File: src/rtl/fifo_wr_arbiter_pkg.sv
// Shared types and defaults for the FIFO write-port arbiter.
// Holds the arbiter state enum, the FIFO geometry defaults shared with the
// FIFO itself, and the helper that sizes the FIFO occupancy counter.
package fifo_arb_pkg;

   typedef enum logic {
      IDLE  = 1'b0,
      BURST = 1'b1
   } arb_state_e;

   localparam int DEF_DATA_WIDTH = 8;
   localparam int DEF_FIFO_DEPTH = 16;

   // The occupancy counter must represent 0..FIFO_DEPTH inclusive.
   function automatic int cnt_width(input int depth);
      return $clog2(depth) + 1;
   endfunction

endpackage

File: src/rtl/fifo_wr_arbiter_if.sv
// Producer/FIFO-side bundle of the write-port arbiter.
// slave  : the arbiter (consumes requests and FIFO occupancy, drives the FIFO).
// master : the environment (producers and FIFO status).
interface fifo_wr_arbiter_if
   import fifo_arb_pkg::*;
#(
   parameter int NUM_REQ    = 4,
   parameter int DATA_WIDTH = DEF_DATA_WIDTH,
   parameter int FIFO_DEPTH = DEF_FIFO_DEPTH
);

   localparam int CNT_W = cnt_width(FIFO_DEPTH);

   logic [NUM_REQ-1:0]            req_valid;
   logic [NUM_REQ*DATA_WIDTH-1:0] req_data;
   logic [NUM_REQ-1:0]            req_ready;
   logic [CNT_W-1:0]              fifo_counter;
   logic                          fifo_wr_en;
   logic [DATA_WIDTH-1:0]         fifo_wr_data;
   logic [NUM_REQ-1:0]            grant;
   logic                          busy;

   modport master (
      output req_valid, req_data, fifo_counter,
      input  req_ready, fifo_wr_en, fifo_wr_data, grant, busy
   );

   modport slave (
      input  req_valid, req_data, fifo_counter,
      output req_ready, fifo_wr_en, fifo_wr_data, grant, busy
   );

endinterface

File: src/rtl/fifo_wr_arbiter_rr_pick.sv
// Combinational round-robin picker: returns the first set request bit at or
// after rr_ptr, wrapping modulo NUM_REQ, plus a flag that any bit is set.
module rr_pick #(
   parameter int NUM_REQ = 4,
   parameter int PTR_W   = $clog2(NUM_REQ)
) (
   input  logic [NUM_REQ-1:0] req,
   input  logic [PTR_W-1:0]   rr_ptr,
   output logic [PTR_W-1:0]   winner,
   output logic               any_req
);

   logic [PTR_W-1:0] idx;

   // Scan from the farthest offset back to rr_ptr so the nearest hit wins.
   always_comb begin
      // NOTE: every output gets a default before the loop, so no path can
      // leave a value unassigned and infer a latch.
      winner  = '0;
      any_req = 1'b0;
      idx     = '0;
      for (int k = NUM_REQ - 1; k >= 0; k--) begin
         idx = PTR_W'((int'(rr_ptr) + k) % NUM_REQ);
         if (req[idx]) begin
            winner  = idx;
            any_req = 1'b1;
         end
      end
   end

endmodule

File: src/rtl/fifo_wr_arbiter.sv
// Round-robin, burst-locked arbiter sharing one FIFO write port among
// NUM_REQ producers. A granted producer keeps the port for up to BURST_MAX
// beats; the FIFO write enable and data are registered, and the arbiter
// keeps the FIFO from overflowing by counting its own in-flight write on top
// of fifo_counter.
// Optional: define FIFO_WR_ARB_STATS_EN to add per-producer saturating beat
// counters (beat_count) with a synchronous clear (stats_clr).
module fifo_wr_arbiter
   import fifo_arb_pkg::*;
#(
   parameter int NUM_REQ    = 4,
   parameter int DATA_WIDTH = DEF_DATA_WIDTH,
   parameter int FIFO_DEPTH = DEF_FIFO_DEPTH,
   parameter int BURST_MAX  = 4
) (
   input  logic                  clk,
   input  logic                  rst_n,
`ifdef FIFO_WR_ARB_STATS_EN
   input  logic                  stats_clr,
   output logic [NUM_REQ*16-1:0] beat_count,
`endif
   fifo_wr_arbiter_if.slave      bus
);

   localparam int PTR_W  = $clog2(NUM_REQ);
   localparam int CNT_W  = cnt_width(FIFO_DEPTH);
   localparam int SUM_W  = CNT_W + 1;
   localparam int BEAT_W = (BURST_MAX > 1) ? $clog2(BURST_MAX) : 1;

   arb_state_e            state;
   logic [PTR_W-1:0]      rr_ptr;
   logic [PTR_W-1:0]      owner;
   logic [PTR_W-1:0]      winner;
   logic [PTR_W-1:0]      next_ptr;
   logic                  any_req;
   logic [BEAT_W-1:0]     beat_cnt;
   logic                  wr_en_q;
   logic [DATA_WIDTH-1:0] wr_data_q;
   logic [DATA_WIDTH-1:0] owner_data;
   logic [NUM_REQ-1:0]    grant_q;
   logic                  busy_q;
   logic [NUM_REQ-1:0]    ready;
   logic [SUM_W-1:0]      occ_sum;
   logic                  space_ok;
   logic                  owner_valid;
   logic                  transfer;
   logic                  last_beat;
   logic                  end_burst;

   rr_pick #(
      .NUM_REQ (NUM_REQ),
      .PTR_W   (PTR_W)
   ) u_rr_pick (
      .req     (bus.req_valid),
      .rr_ptr  (rr_ptr),
      .winner  (winner),
      .any_req (any_req)
   );

   // Occupancy plus the write already registered toward the FIFO; one extra
   // bit so the sum cannot wrap. Concurrent reads are ignored (conservative).
   assign occ_sum  = SUM_W'(bus.fifo_counter) + SUM_W'(wr_en_q);
   assign space_ok = occ_sum < SUM_W'(FIFO_DEPTH);

   assign owner_valid = bus.req_valid[owner];
   assign owner_data  = bus.req_data[int'(owner) * DATA_WIDTH +: DATA_WIDTH];
   assign transfer    = (state == BURST) && owner_valid && space_ok;
   assign last_beat   = (beat_cnt == BEAT_W'(BURST_MAX - 1));
   assign end_burst   = (state == BURST) && ((transfer && last_beat) || !owner_valid);
   assign next_ptr    = (owner == PTR_W'(NUM_REQ - 1)) ? '0 : owner + PTR_W'(1);

   // Only the owner sees ready, and only while the FIFO has room; ready is
   // independent of valid so producers may present data after seeing it.
   always_comb begin
      ready = '0;
      if (state == BURST) begin
         ready[owner] = space_ok;
      end
   end

   // Arbitration FSM with registered FIFO write port, grant and busy.
   always_ff @(posedge clk) begin
      // NOTE: non-blocking assignments throughout, so every register in this
      // block updates from pre-edge values regardless of statement order.
      if (!rst_n) begin
         state     <= IDLE;
         rr_ptr    <= '0;
         owner     <= '0;
         beat_cnt  <= '0;
         wr_en_q   <= 1'b0;
         wr_data_q <= '0;
         grant_q   <= '0;
         busy_q    <= 1'b0;
      end else begin
         case (state)
            IDLE: begin
               wr_en_q <= 1'b0;
               if (any_req) begin
                  state    <= BURST;
                  owner    <= winner;
                  beat_cnt <= '0;
                  grant_q  <= NUM_REQ'(1) << winner;
                  busy_q   <= 1'b1;
               end
            end
            BURST: begin
               wr_en_q <= transfer;
               if (transfer) begin
                  wr_data_q <= owner_data;
               end
               if (end_burst) begin
                  state    <= IDLE;
                  rr_ptr   <= next_ptr;
                  beat_cnt <= '0;
                  grant_q  <= '0;
                  busy_q   <= 1'b0;
               end else if (transfer) begin
                  beat_cnt <= beat_cnt + BEAT_W'(1);
               end
            end
            default: begin
               state <= IDLE;
            end
         endcase
      end
   end

   assign bus.req_ready    = ready;
   assign bus.fifo_wr_en   = wr_en_q;
   assign bus.fifo_wr_data = wr_data_q;
   assign bus.grant        = grant_q;
   assign bus.busy         = busy_q;

`ifdef FIFO_WR_ARB_STATS_EN
   logic [15:0] cnt_q [NUM_REQ];

   // Per-producer saturating count of accepted beats; clear beats increment.
   always_ff @(posedge clk) begin
      // NOTE: these counters are software-visible state, so unlike a data
      // buffer they are reset explicitly.
      if (!rst_n || stats_clr) begin
         for (int i = 0; i < NUM_REQ; i++) begin
            cnt_q[i] <= '0;
         end
      end else if (transfer && (cnt_q[owner] != 16'hFFFF)) begin
         cnt_q[owner] <= cnt_q[owner] + 16'd1;
      end
   end

   // Flatten the counters onto the output bus.
   always_comb begin
      beat_count = '0;
      for (int i = 0; i < NUM_REQ; i++) begin
         beat_count[i*16 +: 16] = cnt_q[i];
      end
   end
`endif

endmodule
File: src/flat_wrapper.sv
// flat-port wrapper written by rule: the top's interface ports become plain ports
module fifo_wr_arbiter_flat import fifo_arb_pkg::*;
#(
   parameter int NUM_REQ    = 4,
   parameter int DATA_WIDTH = DEF_DATA_WIDTH,
   parameter int FIFO_DEPTH = DEF_FIFO_DEPTH,
   parameter int BURST_MAX  = 4
)
  (clk, rst_n, bus_req_valid, bus_req_data, bus_fifo_counter, bus_req_ready, bus_fifo_wr_en, bus_fifo_wr_data, bus_grant, bus_busy);
  fifo_wr_arbiter_if #(.NUM_REQ(NUM_REQ), .DATA_WIDTH(DATA_WIDTH), .FIFO_DEPTH(FIFO_DEPTH)) bus_i ();
  input  logic clk;
  input  logic rst_n;
  input wire logic [$bits(bus_i.req_valid)-1:0] bus_req_valid;
  input wire logic [$bits(bus_i.req_data)-1:0] bus_req_data;
  input wire logic [$bits(bus_i.fifo_counter)-1:0] bus_fifo_counter;
  output wire logic [$bits(bus_i.req_ready)-1:0] bus_req_ready;
  output wire logic [$bits(bus_i.fifo_wr_en)-1:0] bus_fifo_wr_en;
  output wire logic [$bits(bus_i.fifo_wr_data)-1:0] bus_fifo_wr_data;
  output wire logic [$bits(bus_i.grant)-1:0] bus_grant;
  output wire logic [$bits(bus_i.busy)-1:0] bus_busy;
  assign bus_i.req_valid = bus_req_valid;
  assign bus_i.req_data = bus_req_data;
  assign bus_i.fifo_counter = bus_fifo_counter;
  assign bus_req_ready = bus_i.req_ready;
  assign bus_fifo_wr_en = bus_i.fifo_wr_en;
  assign bus_fifo_wr_data = bus_i.fifo_wr_data;
  assign bus_grant = bus_i.grant;
  assign bus_busy = bus_i.busy;
  fifo_wr_arbiter #(.NUM_REQ(NUM_REQ), .DATA_WIDTH(DATA_WIDTH), .FIFO_DEPTH(FIFO_DEPTH), .BURST_MAX(BURST_MAX)) u_core (.clk(clk), .rst_n(rst_n), .bus(bus_i));
endmodule
File: config.mk
export PLATFORM = sky130hd
export DESIGN_NAME = fifo_wr_arbiter_flat
export DESIGN_NICKNAME = d
export VERILOG_FILES = /design/src/rtl/fifo_wr_arbiter_pkg.sv /design/src/rtl/fifo_wr_arbiter_if.sv /design/src/rtl/fifo_wr_arbiter_rr_pick.sv /design/src/rtl/fifo_wr_arbiter.sv /design/src/flat_wrapper.sv
export SDC_FILE = /design/constraint.sdc
export NUM_CORES = 1
export LEC_CHECK = 0
export CAP_MARGIN = 20
export CORE_MARGIN = 5
export CORE_UTILIZATION = 41
export CTS_CLUSTER_DIAMETER = 80
export DETAILED_ROUTE_END_ITERATION = 10
export GPL_TIMING_DRIVEN = 0
export PLACE_DENSITY = 0.87
export SLEW_MARGIN = 25
export SYNTH_ARGS = -nofsm -noshare
export SYNTH_HDL_FRONTEND = slang
export SYNTH_HIERARCHICAL = 1
export SYNTH_SLANG_ARGS = --single-unit
File: constraint.sdc
create_clock -name clk -period 1.95 [get_ports clk]
set_clock_uncertainty 0.2 [all_clocks]
set_input_delay 0.39 -clock clk [delete_from_list [all_inputs] [get_ports clk]]
set_output_delay 0.39 -clock clk [all_outputs]
set_load 0.05 [all_outputs]
==> metrics.txt <==
status=finished with violations; violated checks=setup timing; Post-synth EDFFs=0; Max Freq=488 MHz; Syn Area/Cell=9.38 um^2; Max clock buf depth=2; Startpoint Class=input pin; final max-slew violation count=0; initial core utilization=43.5%; reg2reg end=u_core/bus.fifo_wr_en$_SDFF_PN0_; Yosys warning count=6; final number of hold-violating endpoints=0; DRT antenna net count=0; HP Class=flop to flop; die width=67.4 um; DIE HEIGHT=67.4 um; via count=1429; # fillers=238; time the worst path needs with I/O delays and setup=2.05 ns; initial antenna violation count=0; Clock Latency Late Sink=0.32 ns; fin nets=270; GP Congestion=0.893; hold path endpoint=u_core/bus.fifo_wr_data[0]$_SDFFE_PN0P_; max_cap viols=0; PD cells=507 nW/um^2; clk slew on worst S/H paths=0.12 ns; endpoint class of the critical path=primary output; Core Util, Final=73.1%; CTS Buf Count=3; clock sinks=21; Syn Nets=192; # setup viols final=4; R2R setup slack=0.03 ns; mux cell area share after synthesis=20.7%; Synth Area in Compound Gates=17.2%; CP Class=input pin to primary output; asr flop ratio synth=0%; reg2reg start=u_core/owner[0]$_SDFFE_PN0P_; diode count=0; worst-case reg-to-reg path depth=6; I/O Pins=61; Hold Crit Depth=2; largest family of logic cells by synthesized area=simple AND/OR/NAND/NOR gates; number of buffers added on ports=60; global route overflow=0; Post-Synth XOR/XNOR Area=0%; mean routed wirelength per cell=16.3 um; 1st-iter DRT viols=112; cells after synthesis=144; Tcrit/Tclk final=105%; largest net degree at the start of global routing=13; dominant synthesized flop cell=dfxtp_1; Pwr Total=1.15 mW; Die ar.=4540 um^2; H-Tree Depth=1; Pleak=0.969 nW; Synth Cell Area=1350 um^2; num rows=20; unrepaired setup endpoints after global routing=yes; Peak VDD IR=0.304 mV; share of layout cells above drive strength 1=27.6%; drt via density=5.39; Crit path required time=1.36 ns; clk root buf=clkbuf_4; Total GRT Usage=19.6%; final WL=4320 um; Final WS setup=-0.0991 ns; drt pass-1 iters=4; Hold Crit Start=u_core/bus.fifo_wr_data[0]$_SDFFE_PN0P_; Adder-Cell Fraction of Synth Area=4.63%; number of distinct library cells after synthesis=36; sequential area share after synthesis=31.1%; first-pass GRT wire length=6750 um; FF+latch count, synth=21; final hold slack=0.261 ns; vias in the first global route=1525; HPWL after detailed placement=2910 um; DRC=0; CP arrival=1.46 ns; Placeable Area=3100 um^2; CTS tree=yes; Rel. slew slack=65.5%; area grow syn2layout=67.8%; Worst Tran Pin Value=0.519 ns; Critical Path Fanout Max=5; post-synthesis simple-gate area fraction=20.9%
==> registers in the layout (all words and copies together) (netlist names) <==
name / cells
u_core/rr_ptr: 2
u_core/owner: 2
u_core/bus.fifo_wr_en: 1
u_core/bus.fifo_wr_data: 8
u_core/bus.grant: 4
u_core/bus.busy: 1
u_core/beat_cnt: 2
u_core/state: 1
==> report_power, final <==
group | switching, mW | internal, mW | leakage, nW
clock | 0.142 | 0.0769 | 0.0177
combinational | 0.227 | 0.230 | 0.779
sequential | 0.0197 | 0.453 | 0.173
total | 0.388 | 0.760 | 0.969
==> cells by family after synthesis <==
group	count (synthesis)
fa+ha+maj	5
simple gates	59
buf+inv	14
compound gates	29
mux	16
flops	21
==> worst max-delay path by stage <==
| stage | start | to | slack [ns] | depth (start not counted) |
|---|---|---|---|---|
| 2_1_floorplan | u_core/bus.fifo_wr_en$_SDFF_PN0_ | bus_req_ready[0] | 0.08 | 3 |
| 3_3_place_gp | bus_fifo_counter[0] | bus_req_ready[3] | -0.88 | 5 |
| 3_5_place_dp | bus_fifo_counter[1] | bus_req_ready[1] | -0.90 | 5 |
| 4_1_cts | u_core/bus.fifo_wr_en$_SDFF_PN0_ | bus_req_ready[0] | -0.07 | 4 |
| 5_1_grt | bus_fifo_counter[4] | bus_req_ready[3] | -0.13 | 5 |
| 6_report | bus_fifo_counter[4] | bus_req_ready[0] | -0.1 | 5 |
==> per-layer routing <==
metal | routed length, um | track usage (%) | part of all wire (%)
met2 | 2230 | 32.6 | 52
met3 | 229 | 3.00 | 5.3
met1 | 1690 | 23.6 | 39
met5 | 0 | 0 | 0
met4 | 167 | 12.2 | 3.9
==> cell usage after synthesis, types with 2 or more instances <==
cell type  instances  share of area [%]
nor2_1            12                3.3
nand2_1           21                5.8
nor3_1             2               0.74
and3_1             4                1.9
a211oi_2           2                1.9
clkbuf_1           4                1.1
ha_1               5                4.6
nand3_1            8                3.0
nand2b_1           3                1.4
mux4_1             2                3.9
a31oi_1            2               0.93
o22ai_1            5                2.3
dfxtp_1           21                 31
a21oi_1            4                1.5
mux4_2             7                 12
o21ai_2            8                5.2
o21ai_1            3                1.1
inv_1              5                1.4
inv_2              2               0.56
nor2b_1            2               0.93
mux2i_1            7                5.2
==> stage by stage <==
stage	TNS [ns]	worst slack [ns]	area (um^2)	std cells
after floorplan	0	0.0764	1350	144
after global placement	-9.19	-0.883	2010	248
after detailed placement	-9.33	-0.897	2010	248
after CTS	-0.214	-0.0671	2160	257
after global routing	-0.515	-0.127	2270	265
final	-0.388	-0.0991	2270	265
==> worst max-delay path: stages <==
cell             delay (ns)
clkdlybuf4s50_1        0.45
inv_2                  0.12
o21a_4                 0.16
and3_4                 0.19
buf_8                  0.14
==> layout make-up <==
class                           count  area, um^2  area share, %
Inverter                            7        31.3           1.38
Buffer                              7        78.8           3.48
Multi-Input combinational cell    109         900           39.7
Clock buffer                        3        22.5          0.993
Timing Repair Buffer               73         746           32.9
Sequential cell                    21         429           18.9
Tap cell                           44        55.1           2.43
Clock inverter                      1        5.00          0.221
==> what timing repair did <==
item,4_1_cts,5_1_grt
setup buffers,4,8
pin swaps,7,4
gates cloned,1,0
gates resized for setup,70,14
hold buffers,0,0
setup endpoints to repair,19,22
==> placed cells by master, fill, tap and decap left out, types with 2 or more instances in the layout <==
cell type | Yosys | layout
nor3_1 | 2 | 2
dlygate4sd2_1 | 0 | 18
clkdlybuf4s50_1 | 0 | 34
o22ai_1 | 5 | 5
nand2b_1 | 3 | 3
buf_4 | 0 | 9
buf_6 | 1 | 2
mux2i_1 | 7 | 7
nand3_1 | 8 | 8
buf_8 | 1 | 5
mux4_1 | 2 | 2
a31oi_1 | 2 | 2
ha_1 | 5 | 5
inv_1 | 5 | 3
o21ai_2 | 8 | 9
and3_4 | 0 | 4
o21ai_1 | 3 | 2
nor2_1 | 12 | 12
a21oi_1 | 4 | 4
buf_2 | 1 | 2
buf_12 | 0 | 2
nand2_1 | 21 | 21
mux4_2 | 7 | 7
inv_2 | 2 | 3
dfxtp_4 | 0 | 2
dlymetal6s2s_1 | 0 | 4
dfxtp_1 | 21 | 18
clkbuf_4 | 0 | 3
a211oi_2 | 2 | 2
(Power assumes the default switching activity.)
==> edit: new RTL, config.mk and constraints unchanged <==
`NUM_REQ` is set to 4 in 4 places; all go to 8.
--- a/src/rtl/fifo_wr_arbiter_if.sv
+++ b/src/rtl/fifo_wr_arbiter_if.sv
@@ -4,7 +4,7 @@
 interface fifo_wr_arbiter_if
    import fifo_arb_pkg::*;
 #(
-   parameter int NUM_REQ    = 4,
+   parameter int NUM_REQ    = 8,
    parameter int DATA_WIDTH = DEF_DATA_WIDTH,
    parameter int FIFO_DEPTH = DEF_FIFO_DEPTH
 );
--- a/src/rtl/fifo_wr_arbiter_rr_pick.sv
+++ b/src/rtl/fifo_wr_arbiter_rr_pick.sv
@@ -1,7 +1,7 @@
 // Combinational round-robin picker: returns the first set request bit at or
 // after rr_ptr, wrapping modulo NUM_REQ, plus a flag that any bit is set.
 module rr_pick #(
-   parameter int NUM_REQ = 4,
+   parameter int NUM_REQ = 8,
    parameter int PTR_W   = $clog2(NUM_REQ)
 ) (
    input  logic [NUM_REQ-1:0] req,
--- a/src/rtl/fifo_wr_arbiter.sv
+++ b/src/rtl/fifo_wr_arbiter.sv
@@ -8,7 +8,7 @@
 module fifo_wr_arbiter
    import fifo_arb_pkg::*;
 #(
-   parameter int NUM_REQ    = 4,
+   parameter int NUM_REQ    = 8,
    parameter int DATA_WIDTH = DEF_DATA_WIDTH,
    parameter int FIFO_DEPTH = DEF_FIFO_DEPTH,
    parameter int BURST_MAX  = 4
--- a/src/flat_wrapper.sv
+++ b/src/flat_wrapper.sv
@@ -1,7 +1,7 @@
 // flat-port wrapper written by rule: the top's interface ports become plain ports
 module fifo_wr_arbiter_flat import fifo_arb_pkg::*;
 #(
-   parameter int NUM_REQ    = 4,
+   parameter int NUM_REQ    = 8,
    parameter int DATA_WIDTH = DEF_DATA_WIDTH,
    parameter int FIFO_DEPTH = DEF_FIFO_DEPTH,
    parameter int BURST_MAX  = 4
Interface: changed (resized bus_grant, bus_req_data, bus_req_ready and bus_req_valid); port bits go from 61 to 105. The function was not compared with the original's and may differ.
==> edit against the original RTL <==
- clock power increased by 64%
- largest power group is now combinational logic
- sequential share of layout area down 7.3 points
- routed wire length rose to 3.1 times the old value
- design area up 110%
- area after synthesis up 97%
- sequential cell count is 6 higher
- setup slack worse by 1300 ps
- sequential power is 63% higher
- the run still ends with negative setup slack left
- total power rose to 5.7 times the old value
==> edit: results <==
[final_layout]
layout-drive-gt1-share = 0.404
regArea_sq_um = 562
final-clk-cell-share = 0.00983
stdcell_count = 532
num-nonclk-inverters = 9

[routing]
wl_met1_mm = 4.39
dr.pass1.iters = 7
vias = 3530

[sta]
setup_viol = 35
fin_ws_ps = -1380

[pwr]
p_int_w = 0.00356
peakVddDrop_mv = 0.739
pg_comb_w = 0.00537
p_seq_w = 0.000772
power.switching_w = 0.00294

[global_routing]
grt_pass1_wl_mm = 17.5
met2_usage = 0.478
use_met3 = 0.0658
grt_pass1_vias = 3363
track_usage = 0.263

[placement]
placed_cell_area_sq_um = 4020
numPortBuffers = 103

[synth]
synthTopCellsByArea = dfxtp_1 (20%), mux4_2 (19%), mux2_2 (5.5%)
yosysUniqueCellTypes = 56
synth_xor_area_frac = 0.00986

[status]
violations = negative setup slack
status = complete, but fails checks

[floorplan]
rows = 29

[critical_path]
cp_data_arrival_time_ps = 3350
## edit: cell types whose count changed after synthesis, sizes merged, moves of 10 or more
cell and delta:
mux2 +19, mux4 +18, nand2 +17, a21oi +13
clkbuf +10
## edit: final timing paths
path	from	to	slack, ps	cells past startpoint
worst max-delay path	u_core/rr_ptr[1]	u_core/bus.grant[2]	-1380	13
worst min-delay path	u_core/bus.fifo_wr_data[4]	u_core/bus.fifo_wr_data[4]	300	2
worst max register to register	u_core/rr_ptr[1]	u_core/bus.grant[2]	-1380	13
worst min register to register	u_core/bus.fifo_wr_data[4]	u_core/bus.fifo_wr_data[4]	300	2
## edit: worst max-delay path: stages, from the launching register on
cell and delay, ps:
dfxtp_2 370, buf_6 100, buf_8 110, inv_8 30, ha_4 280, mux4_2 390, mux2_4 320, o21ai_2 160
a31oi_2 110, o21bai_1 230, mux2_4 360, nand2b_4 160, or3_1 310, a31oi_1 130
